### src/rtl/misr_ctrl_pkg.sv
// Shared definitions for the MISR test controller: FSM states, register map
// indices and the CTRL register control words.
package misr_ctrl_pkg;

    typedef enum logic [3:0] {
        IDLE,
        WR_COEFF,
        WR_CLR,
        WR_RUN,
        RUN,
        WR_STOP,
        WAIT,
        RD_SIG,
        DONE,
        WR_ABORT
    } misr_ctrl_state_e;

    // Register indices; byte offset is index * (NBIT_REGS/8)
    localparam int unsigned CTRL_IDX  = 0;
    localparam int unsigned COEFF_IDX = 1;
    localparam int unsigned SIG_IDX   = 2;

    // CTRL bit positions: enable, and run/not-reset (0 holds the MISR in reset)
    localparam int ENABLE_BIT = 0;
    localparam int RESET_BIT  = 1;

    localparam logic [1:0] CTRL_CLEAR = 2'b00;
    localparam logic [1:0] CTRL_HOLD  = 2'(1 << RESET_BIT);
    localparam logic [1:0] CTRL_RUN   = CTRL_HOLD | 2'(1 << ENABLE_BIT);

endpackage

### src/rtl/misr_test_controller_if.sv
// Register port between the test controller (master) and the MISR wrapper
// (slave). Read data is a combinational response to re.
interface misr_test_controller_if #(
    parameter int unsigned NBIT_DATA = 64,
    parameter int unsigned NBIT_ADDR = 64,
    parameter int unsigned NBIT_REGS = 64
);

    logic                 re;
    logic                 we;
    logic [NBIT_ADDR-1:0] addr;
    logic [NBIT_REGS-1:0] wdata;
    logic [NBIT_DATA-1:0] rdata;

    modport master (output re, output we, output addr, output wdata, input rdata);
    modport slave  (input re, input we, input addr, input wdata, output rdata);

endinterface

### src/rtl/misr_len_counter.sv
// Loadable down-counter used both for the compaction length and for the
// freeze-to-read wait; 'last' flags the final counted cycle.
module misr_len_counter #(
    parameter int unsigned NBIT_LEN = 32
) (
    input  logic                clk_i,
    input  logic                rst_i,
    input  logic                load,
    input  logic [NBIT_LEN-1:0] load_value,
    input  logic                dec,
    output logic                last
);

    logic [NBIT_LEN-1:0] count;

    // Load has priority over decrement; never wraps in normal use
    always_ff @(posedge clk_i) begin
        if (rst_i) begin
            count <= '0;
        end else if (load) begin
            count <= load_value;
        end else if (dec) begin
            count <= count - NBIT_LEN'(1);
        end
    end

    assign last = (count == NBIT_LEN'(1));

endmodule

### src/rtl/misr_test_controller.sv
// Runs one MISR compaction sequence over the register port per start pulse:
// program coefficients, clear, enable for len cycles, freeze, read the
// signature and compare it against the latched golden value.
module misr_test_controller
    import misr_ctrl_pkg::*;
#(
    parameter int unsigned          NBIT_DATA  = 64,
    parameter int unsigned          NBIT_ADDR  = 64,
    parameter int unsigned          NBIT_REGS  = 64,
    parameter logic [NBIT_ADDR-1:0] START_ADDR = NBIT_ADDR'(2**25),
    parameter int unsigned          NBIT_LEN   = 32,
    parameter int unsigned          READ_WAIT  = 1
) (
    input  logic                 clk_i,
    input  logic                 rst_i,
    input  logic                 start_i,
    input  logic                 abort_i,
    input  logic [NBIT_LEN-1:0]  len_i,
    input  logic [NBIT_REGS-1:0] coeff_i,
    input  logic [NBIT_DATA-1:0] golden_i,
    output logic                 busy_o,
    output logic                 active_o,
    output logic                 done_o,
    output logic                 pass_o,
    output logic                 aborted_o,
    output logic [NBIT_DATA-1:0] signature_o,
    misr_test_controller_if.master bus
);

    localparam logic [NBIT_ADDR-1:0] CTRL_ADDR  = START_ADDR + NBIT_ADDR'(CTRL_IDX * (NBIT_REGS / 8));
    localparam logic [NBIT_ADDR-1:0] COEFF_ADDR = START_ADDR + NBIT_ADDR'(COEFF_IDX * (NBIT_REGS / 8));
    localparam logic [NBIT_ADDR-1:0] SIG_ADDR   = START_ADDR + NBIT_ADDR'(SIG_IDX * (NBIT_REGS / 8));

    misr_ctrl_state_e     state_q, state_d;
    logic [NBIT_LEN-1:0]  len_q;
    logic [NBIT_REGS-1:0] coeff_q;
    logic [NBIT_DATA-1:0] golden_q;
    logic                 pass_q;
    logic                 aborted_q;
    logic [NBIT_DATA-1:0] signature_q;
    logic                 len_zero;
    logic                 cnt_load;
    logic [NBIT_LEN-1:0]  cnt_value;
    logic                 cnt_dec;
    logic                 cnt_last;
    logic                 abort_window;

    assign len_zero = (len_q == '0);

    // The same counter times the RUN phase (loaded len-1) and the WAIT phase
    assign cnt_load  = (state_q == WR_RUN) || (state_q == WR_STOP);
    assign cnt_value = (state_q == WR_RUN) ? (len_q - NBIT_LEN'(1)) : NBIT_LEN'(READ_WAIT);
    assign cnt_dec   = (state_q == RUN) || (state_q == WAIT);

    misr_len_counter #(.NBIT_LEN(NBIT_LEN)) u_len_counter (
        .clk_i      (clk_i),
        .rst_i      (rst_i),
        .load       (cnt_load),
        .load_value (cnt_value),
        .dec        (cnt_dec),
        .last       (cnt_last)
    );

    assign abort_window = (state_q != IDLE) && (state_q != DONE) && (state_q != WR_ABORT);

    // State register
    always_ff @(posedge clk_i) begin
        if (rst_i) begin
            state_q <= IDLE;
        end else begin
            state_q <= state_d;
        end
    end

    // Next-state logic; abort overrides any normal transition in its window
    always_comb begin
        state_d = state_q;
        unique case (state_q)
            IDLE:     if (start_i) state_d = WR_COEFF;
            WR_COEFF: state_d = WR_CLR;
            WR_CLR:   state_d = WR_RUN;
            WR_RUN:   state_d = (len_q <= NBIT_LEN'(1)) ? WR_STOP : RUN;
            RUN:      if (cnt_last) state_d = WR_STOP;
            WR_STOP:  state_d = (READ_WAIT == 0) ? RD_SIG : WAIT;
            WAIT:     if (cnt_last) state_d = RD_SIG;
            RD_SIG:   state_d = DONE;
            DONE:     state_d = IDLE;
            WR_ABORT: state_d = DONE;
            default:  state_d = IDLE;
        endcase
        if (abort_i && abort_window) begin
            state_d = WR_ABORT;
        end
    end

    // Bus strobes, address and write data decoded from the registered state
    always_comb begin
        bus.we    = 1'b0;
        bus.re    = 1'b0;
        bus.addr  = '0;
        bus.wdata = '0;
        unique case (state_q)
            WR_COEFF: begin
                bus.we    = 1'b1;
                bus.addr  = COEFF_ADDR;
                bus.wdata = coeff_q;
            end
            WR_CLR, WR_ABORT: begin
                bus.we    = 1'b1;
                bus.addr  = CTRL_ADDR;
                bus.wdata = NBIT_REGS'(CTRL_CLEAR);
            end
            WR_RUN: begin
                bus.we    = 1'b1;
                bus.addr  = CTRL_ADDR;
                bus.wdata = len_zero ? NBIT_REGS'(CTRL_HOLD) : NBIT_REGS'(CTRL_RUN);
            end
            WR_STOP: begin
                bus.we    = 1'b1;
                bus.addr  = CTRL_ADDR;
                bus.wdata = NBIT_REGS'(CTRL_HOLD);
            end
            RD_SIG: begin
                bus.re   = 1'b1;
                bus.addr = SIG_ADDR;
            end
            default: begin
            end
        endcase
    end

    // Latch run parameters on start and capture the result/abort status
    always_ff @(posedge clk_i) begin
        if (rst_i) begin
            len_q       <= '0;
            coeff_q     <= '0;
            golden_q    <= '0;
            pass_q      <= 1'b0;
            aborted_q   <= 1'b0;
            signature_q <= '0;
        end else begin
            if (state_q == IDLE && start_i) begin
                len_q       <= len_i;
                coeff_q     <= coeff_i;
                golden_q    <= golden_i;
                pass_q      <= 1'b0;
                aborted_q   <= 1'b0;
                signature_q <= '0;
            end
            if (state_q == RD_SIG) begin
                signature_q <= bus.rdata;
                pass_q      <= (bus.rdata == golden_q);
            end
            if (state_q == WR_ABORT) begin
                aborted_q <= 1'b1;
                pass_q    <= 1'b0;
            end
        end
    end

    assign busy_o      = (state_q != IDLE);
    assign active_o    = ((state_q == WR_RUN) && !len_zero) || (state_q == RUN);
    assign done_o      = (state_q == DONE);
    assign pass_o      = pass_q;
    assign aborted_o   = aborted_q;
    assign signature_o = signature_q;

endmodule
### src/flat_wrapper.sv
// flat-port wrapper written by rule: the top's interface ports become plain ports
module misr_test_controller_flat import misr_ctrl_pkg::*;
#(
    parameter int unsigned          NBIT_DATA  = 64,
    parameter int unsigned          NBIT_ADDR  = 64,
    parameter int unsigned          NBIT_REGS  = 64,
    parameter logic [NBIT_ADDR-1:0] START_ADDR = NBIT_ADDR'(2**25),
    parameter int unsigned          NBIT_LEN   = 32,
    parameter int unsigned          READ_WAIT  = 1
)
  (clk_i, rst_i, start_i, abort_i, len_i, coeff_i, golden_i, busy_o, active_o, done_o, pass_o, aborted_o, signature_o, bus_re, bus_we, bus_addr, bus_wdata, bus_rdata);
  misr_test_controller_if #(.NBIT_DATA(NBIT_DATA), .NBIT_ADDR(NBIT_ADDR), .NBIT_REGS(NBIT_REGS)) bus_i ();
  input  logic clk_i;
  input  logic rst_i;
  input  logic start_i;
  input  logic abort_i;
  input  logic [NBIT_LEN-1:0] len_i;
  input  logic [NBIT_REGS-1:0] coeff_i;
  input  logic [NBIT_DATA-1:0] golden_i;
  output logic busy_o;
  output logic active_o;
  output logic done_o;
  output logic pass_o;
  output logic aborted_o;
  output logic [NBIT_DATA-1:0] signature_o;
  output wire logic [$bits(bus_i.re)-1:0] bus_re;
  output wire logic [$bits(bus_i.we)-1:0] bus_we;
  output wire logic [$bits(bus_i.addr)-1:0] bus_addr;
  output wire logic [$bits(bus_i.wdata)-1:0] bus_wdata;
  input wire logic [$bits(bus_i.rdata)-1:0] bus_rdata;
  assign bus_re = bus_i.re;
  assign bus_we = bus_i.we;
  assign bus_addr = bus_i.addr;
  assign bus_wdata = bus_i.wdata;
  assign bus_i.rdata = bus_rdata;
  misr_test_controller #(.NBIT_DATA(NBIT_DATA), .NBIT_ADDR(NBIT_ADDR), .NBIT_REGS(NBIT_REGS), .START_ADDR(START_ADDR), .NBIT_LEN(NBIT_LEN), .READ_WAIT(READ_WAIT)) u_core (.clk_i(clk_i), .rst_i(rst_i), .start_i(start_i), .abort_i(abort_i), .len_i(len_i), .coeff_i(coeff_i), .golden_i(golden_i), .busy_o(busy_o), .active_o(active_o), .done_o(done_o), .pass_o(pass_o), .aborted_o(aborted_o), .signature_o(signature_o), .bus(bus_i));
endmodule
### config.mk
export PLATFORM = sky130hd
export DESIGN_NAME = misr_test_controller_flat
export DESIGN_NICKNAME = d
export VERILOG_FILES = /design/src/rtl/misr_ctrl_pkg.sv /design/src/rtl/misr_test_controller_if.sv /design/src/rtl/misr_len_counter.sv /design/src/rtl/misr_test_controller.sv /design/src/flat_wrapper.sv
export SDC_FILE = /design/constraint.sdc
export NUM_CORES = 1
export LEC_CHECK = 0
export ABC_AREA = 1
export CAP_MARGIN = 20
export CELL_PAD_IN_SITES_DETAIL_PLACEMENT = 0
export CELL_PAD_IN_SITES_GLOBAL_PLACEMENT = 1
export CORE_MARGIN = 5
export CORE_UTILIZATION = 44
export CTS_CLUSTER_SIZE = 14
export DETAILED_ROUTE_END_ITERATION = 12
export DONT_BUFFER_PORTS = 1
export PLACE_DENSITY = 0.86
export SLEW_MARGIN = 20
export SYNTH_ARGS = -nofsm -noshare
export SYNTH_HDL_FRONTEND = slang
export SYNTH_SLANG_ARGS = --single-unit
export TNS_END_PERCENT = 100
### constraint.sdc
create_clock -name clk_i -period 2.15 [get_ports clk_i]
set_input_delay 0.5375 -clock clk_i [delete_from_list [all_inputs] [get_ports clk_i]]
set_output_delay 0.5375 -clock clk_i [all_outputs]
set_load 0.03 [all_outputs]
==> impl_metrics.csv <==
group,metric,value,unit
clock_tree,path_clk_slew,60,ps
detailed_routing,top_layer,"met4",
place,dpl.hpwl,32.4,mm
detailed_routing,wl_met1,17.3,mm
min_path,hold_path.class,"input port to register",
global_routing,grt_pass1_wl,65.0,mm
global_routing,grt_start_max_net_pins,89,
timing,fmax,0.419,GHz
detailed_routing,vias_per_cell,5.12,
clock_tree,root_buffer,"clkbuf_16",
power,peakVddDrop,0.703,mV
run_status,status,"finished, violations left",
timing,slew_violations,0,
detailed_routing,ant_nets,0,
finish,area_growth,19.6,%
detailed_routing,dr_wl_met2,21.8,mm
floorplan,die_h,184,microns
floorplan,ioPinCount,427,
timing,setup_viol,69,
finish,nNetsFinal,2317,
finish,final_cell_count_no_fill,2501,
detailed_routing,drc_errors,0,
floorplan,core_area,29700,sq um
job,drv_cap,0,
min_path,min-delay-start,"rst_i",
global_routing,grt_util_all_layers,0.240,
timing,worst_slack,-234,ps
timing,hold_viol_final,0,
timing,fin_skew,14.3,ps
finish,final_cell_mix,"nand2_1, inv_1, dfxtp_1, a21oi_1, o21ai_0",
detailed_routing,dr_wl_met3,3.33,mm
global_routing,grt_pass1_vias,11700,
synth,yosysWarningCount,0,
place,portBuffers,0,
worst_setup_path,crit_type,"register to output pin",
clock_tree,clk_latency,560,ps
global_routing,overflow,0,
worst_setup_path,cp_max_fo,16,
place,place.gp.congestion,0.897,
place,dp.cells,2422,
floorplan,die_w,184,microns
timing,finalCritPeriodShare,1.11,
synth,syn-mean-instance-area,6.56,sq um
detailed_routing,wirelength,43.8,mm
clock_tree,holdBufCountCts,0,
worst_setup_path,worstPathRequired,1610,ps
run_status,violations,"negative setup slack",
power,powerDensity,1320,nW/um^2
finish,final_common_cell,"nand2_1",
worst_setup_path,crit_path_start_kind,"register",
synth,ys_seq_elements,262,
detailed_routing,vias,12800,
floorplan,fp-row-count,63,
worst_setup_path,startpoint,"u_core.state_q[2]",
clock_tree,numClockSinks,262,
worst_setup_path,arrival,1850,ps
clock_tree,cts_made_buffers,30,
power,cellLeakagePower,6.93,nW
clock_tree,cts_tree,"done",
synth,synthCells,2022,
clock_tree,cts.path.max_buffers,3,
finish,drive_above_1_share,0.137,
floorplan,design.die.area,33700,sq um
synth,synth_cell_types,39,
clock_tree,htree_levels,1,
synth,netlist_area,13300,sq um
detailed_routing,drt_first_pass_iters,5,
worst_setup_path,critPathCaptureType,"output pin",
detailed_routing,wl_per_cell,17.5,microns
timing,rsz0062_at_grt,"true",
timing,finalWorstPathRequiredPeriod,2380,ps
global_routing,antenna_found_initial,2,
floorplan,initial_core_util,0.447,
worst_setup_path,worstReg2RegStart,"u_core.state_q[1]",
synth,synth_seq_area_share,0.395,
detailed_routing,drt_iter0_drc,1052,
finish,final_core_util,0.534,
==> repair_timing <==
action | CTS | global route
gates resized for setup | 156 | 26
setup endpoints to repair | 70 | 71
hold endpoints to repair | 0 | 0
setup buffers | 9 | 7
gates cloned | 5 | 1
pin swaps | 10 | 7
==> metal layers <==
metal  vias to the layer above  track usage
met5                         -            0
met4                         0       0.0632
met2                       463        0.428
met1                      5857        0.297
met3                        75       0.0465
li1                       6413            -
==> logic make-up after synthesis <==
group / Yosys count / share of synthesized area
compound gates: 489 / 0.189
xor+xnor: 20 / 0.0132
fa+ha+maj: 4 / 0.00377
buf+inv: 434 / 0.151
flops: 262 / 0.395
other cells: 1 / 0.000283
simple gates: 812 / 0.248
==> cells in the mapped netlist <==
cell | count | area share
nand2_1 | 449 | 0.13
inv_1 | 268 | 0.076
dfxtp_1 | 262 | 0.40
a21oi_1 | 244 | 0.092
nor2_1 | 235 | 0.066
o21ai_0 | 197 | 0.074
nand3_1 | 95 | 0.036
buf_4 | 64 | 0.036
buf_2 | 50 | 0.019
clkbuf_1 | 32 | 0.0091
o21ai_1 | 22 | 0.0083
xnor2_1 | 14 | 0.0092
a31oi_1 | 12 | 0.0057
buf_6 | 9 | 0.0076
nor2_2 | 6 | 0.0028
xor2_1 | 6 | 0.0040
inv_2 | 5 | 0.0014
nand4_1 | 5 | 0.0024
nor3_1 | 5 | 0.0019
ha_1 | 4 | 0.0038
nand2_4 | 4 | 0.0034
nor2_4 | 4 | 0.0034
o211ai_1 | 4 | 0.0023
nand2_2 | 3 | 0.0014
o21bai_1 | 3 | 0.0017
o22ai_1 | 3 | 0.0014
buf_1 | 2 | 0.00057
inv_4 | 2 | 0.00094
nand3b_1 | 2 | 0.0011
nor4_1 | 2 | 0.00094
a21boi_0 | 1 | 0.00057
and2_1 | 1 | 0.00047
clkinv_1 | 1 | 0.00028
clkinv_2 | 1 | 0.00038
conb_1 | 1 | 0.00028
o21ai_4 | 1 | 0.0012
o221ai_1 | 1 | 0.00066
o31a_1 | 1 | 0.00066
or2_2 | 1 | 0.00047
==> worst max-delay path, cell delays in order (launching register included) <==
cell,delay [ps]
dfxtp_4,360
nor2_4,150
inv_2,60
nor2_4,150
inv_8,100
clkbuf_16,200
nor2_1,100
buf_4,170
==> worst paths after layout <==
check | cells past startpoint | slack, ps | to
setup / recovery | 7 | -230 | bus_wdata[52]
setup reg to reg | 10 | 170 | u_core.signature_o[52]
hold / removal | 1 | 40 | u_core.signature_o[32]
hold reg to reg | 2 | 450 | u_core.coeff_q[58]
==> state kept, by name, summed over array words and instances, names as in the netlist <==
signal / count
u_core.signature_o: 64
u_core.golden_q: 64
u_core.pass_o: 1
u_core.coeff_q: 64
u_core.len_q: 32
u_core.aborted_o: 1
u_core.u_len_counter.count: 32
u_core.state_q: 4
==> final cells by class <==
cell class,count,area (sq um)
sequential,262,5270
clock inverter,15,214
antenna,4,10.0
clock buffer,39,835
inverter,277,1080
fill,2983,13800
multi-input combinational,1386,6640
timing repair buffer,128,1330
tap,390,488
==> stage by stage <==
step	area (sq um)	power (W)	setup WS (ps)	hold slack, ps	TNS [ps]
final	15900	0.0210	-234	39.8	-12490
after CTS	15700	0.0208	-266	13.3	-14910
after detailed placement	13900	0.0144	-280	442	-503
after global routing	15900	0.0225	-320	31.0	-17780
after global placement	13900	0.0143	-343	437	-645
after floorplan	13500	0.0125	-107	430	-5340
==> where the power goes <==
| part | switching (W) | total (W) | internal, W |
|---|---|---|---|
| Combinational | 0.00608 | 0.00927 | 0.00319 |
| Clock | 0.00217 | 0.00540 | 0.00323 |
| Sequential | 0.000532 | 0.00630 | 0.00577 |
| Total | 0.00878 | 0.0210 | 0.0122 |
(Power assumes the default switching activity.)
==> RTL change (same flow settings) <==
`NBIT_DATA` is set to 64 in 3 places; all go to 128.
--- a/src/rtl/misr_test_controller_if.sv
+++ b/src/rtl/misr_test_controller_if.sv
@@ -2,5 +2,5 @@
 // (slave). Read data is a combinational response to re.
 interface misr_test_controller_if #(
-    parameter int unsigned NBIT_DATA = 64,
+    parameter int unsigned NBIT_DATA = 128,
     parameter int unsigned NBIT_ADDR = 64,
     parameter int unsigned NBIT_REGS = 64
--- a/src/rtl/misr_test_controller.sv
+++ b/src/rtl/misr_test_controller.sv
@@ -5,5 +5,5 @@
     import misr_ctrl_pkg::*;
 #(
-    parameter int unsigned          NBIT_DATA  = 64,
+    parameter int unsigned          NBIT_DATA  = 128,
     parameter int unsigned          NBIT_ADDR  = 64,
     parameter int unsigned          NBIT_REGS  = 64,
--- a/src/flat_wrapper.sv
+++ b/src/flat_wrapper.sv
@@ -2,5 +2,5 @@
 module misr_test_controller_flat import misr_ctrl_pkg::*;
 #(
-    parameter int unsigned          NBIT_DATA  = 64,
+    parameter int unsigned          NBIT_DATA  = 128,
     parameter int unsigned          NBIT_ADDR  = 64,
     parameter int unsigned          NBIT_REGS  = 64,
Ports: changed (resized bus_rdata, golden_i and signature_o); port bits go from 427 to 619. The function was not compared with the original's and may differ.
==> RTL change against the unedited design <==
The flow still finishes with violations (negative setup slack); first-iteration DRC count is 59% higher; sequential share of layout area is 1.8 points higher; area after synthesis is 38% higher; final area is 41% higher; worst setup slack worse by 29 ps; global-route usage is 4.4 points higher; power is 37% higher; routed wire length is 60% higher; sequential cell count is 128 higher; largest power group unchanged.
==> RTL change: results (changes against the unedited design) <==
| Metric | Value |
|---|---|
| Violated checks | `negative setup slack` |
| Layout cells sized above 1 | `14.5% (+0.80 points)` |
| Vias in the first global route | `16600 (+42%)` |
| LEAKAGE | `9.09 nW (+31%)` |
| Sequential area share after synthesis | `42.5% (+3.0 points)` |
| Max incr delay on CP | `340 ps (-20 ps)` |
| Setup Viol. Count Final | `70 (+1.4%)` |
| Vias/cell | `5.36 (+4.6%)` |
| Initial antenna violation count | `11 (+9)` |
| Final setup margin | `-263 ps (-28.7 ps)` |
| RePlAce Congestion | `0.912 (+1.7%)` |
| Worst IR Drop VDD | `862 uV (+23%)` |
| Placement-stage worst setup slack | `-5.53 ps (+274 ps)` |
| Slowest cell on crit path | `dfxtp_1` |
| GR Util All Layers | `28.4% (+4.4 points)` |
| Status | `complete, but fails checks` |
| Synth cell types | `49 (+26%)` |
| WP data arrival | `1880 ps (+30 ps)` |
| 1st-iter DRT viols | `1672 (+59%)` |
| DPL Wire Length | `51700 um (+59%)` |
| Largest net degree at the start of global routing | `135 (+52%)` |
| First-pass GRT wire length | `103000 um (+58%)` |
| TritonRoute pass-1 iters | `6 (+1)` |
| Worst setup startpoint | `u_core.len_q[13]` |
| Total CTS buffers | `45 (+50%)` |
| Post-synth top cells | `nand2_1, dfxtp_1, a21oi_1, inv_1, o21ai_0` |
| Final Skew | `12.1 ps (-2.19 ps)` |
| Avg Synthesized Cell Area | `6.97 um^2 (+6.1%)` |
| Placed Cells | `3146 (+30%)` |
| DR vias | `17600 (+38%)` |
| Asr flop ratio synth | `0% (unchanged)` |
## RTL change: power by group
part	switching, mW	leakage (nW)	total, mW	internal (mW)
registers	0.797	3.20	9.30	8.50
clock network	3.20	0.767	8.09	4.89
logic	7.11	5.13	11.3	4.20
total	11.1	9.09	28.7	17.6
## RTL change: worst max-delay path, delay by kind of cell, from the launching register on
kind            cells  cell delay [ps]
buf+inv             3              270
flops               1              340
simple gates        5              620
compound gates      1               70
## RTL change: kinds of logic after synthesis
group           synth area share (%)
simple gates                    20.3
xor+xnor                        4.25
buf+inv                         13.2
other cells                   0.0204
compound gates                  19.4
flops                           42.5
fa+ha+maj                      0.273
## RTL change: final timing paths
kind	to	slack [ps]	cells after the start
max	bus_wdata[0]	-260	9
min	u_core.signature_o[7]	40	1
max reg2reg	u_core.u_len_counter.count[24]	-110	19
min reg2reg	u_core.golden_q[19]	460	2
## RTL change: area by class of cell
type                    instances  area [um^2]  area share [%]
multi-input cells            1752         8910            39.8
flip-flops and latches        390         7840            35.0
repair buffers                176         2030            9.07
inverters                     356         1360            6.10
clock buffers                  63         1320            5.89
well taps                     532          666            2.98
clock inverters                18          240            1.07
diodes                          3         7.51          0.0336
## RTL change: per-stage QoR
step	setup TNS [ps]	cell area, um^2
detailed placement	-5.53	19500
global route	-16600	22400
finish	-12370	22400
CTS	-12970	22000
floorplan	-168	18700
global placement	0	19500
## RTL change: repair_timing
item	CTS	global route
cloned	3	4
hold buffers	2	0
endpoints found under the hold margin	1	0
setup endpoints to repair	71	215
pin swaps	17	20
gates resized for setup	166	39
buffers inserted	38	16
## RTL change: layer usage
layer,routed length (um),global-route usage (%),vias to the layer above
met3,5780,7.91,135
met4,2300,9.04,12
li1,-,-,8444
met1,26400,33.0,8259
met2,35500,50.6,771
met5,93,0,-
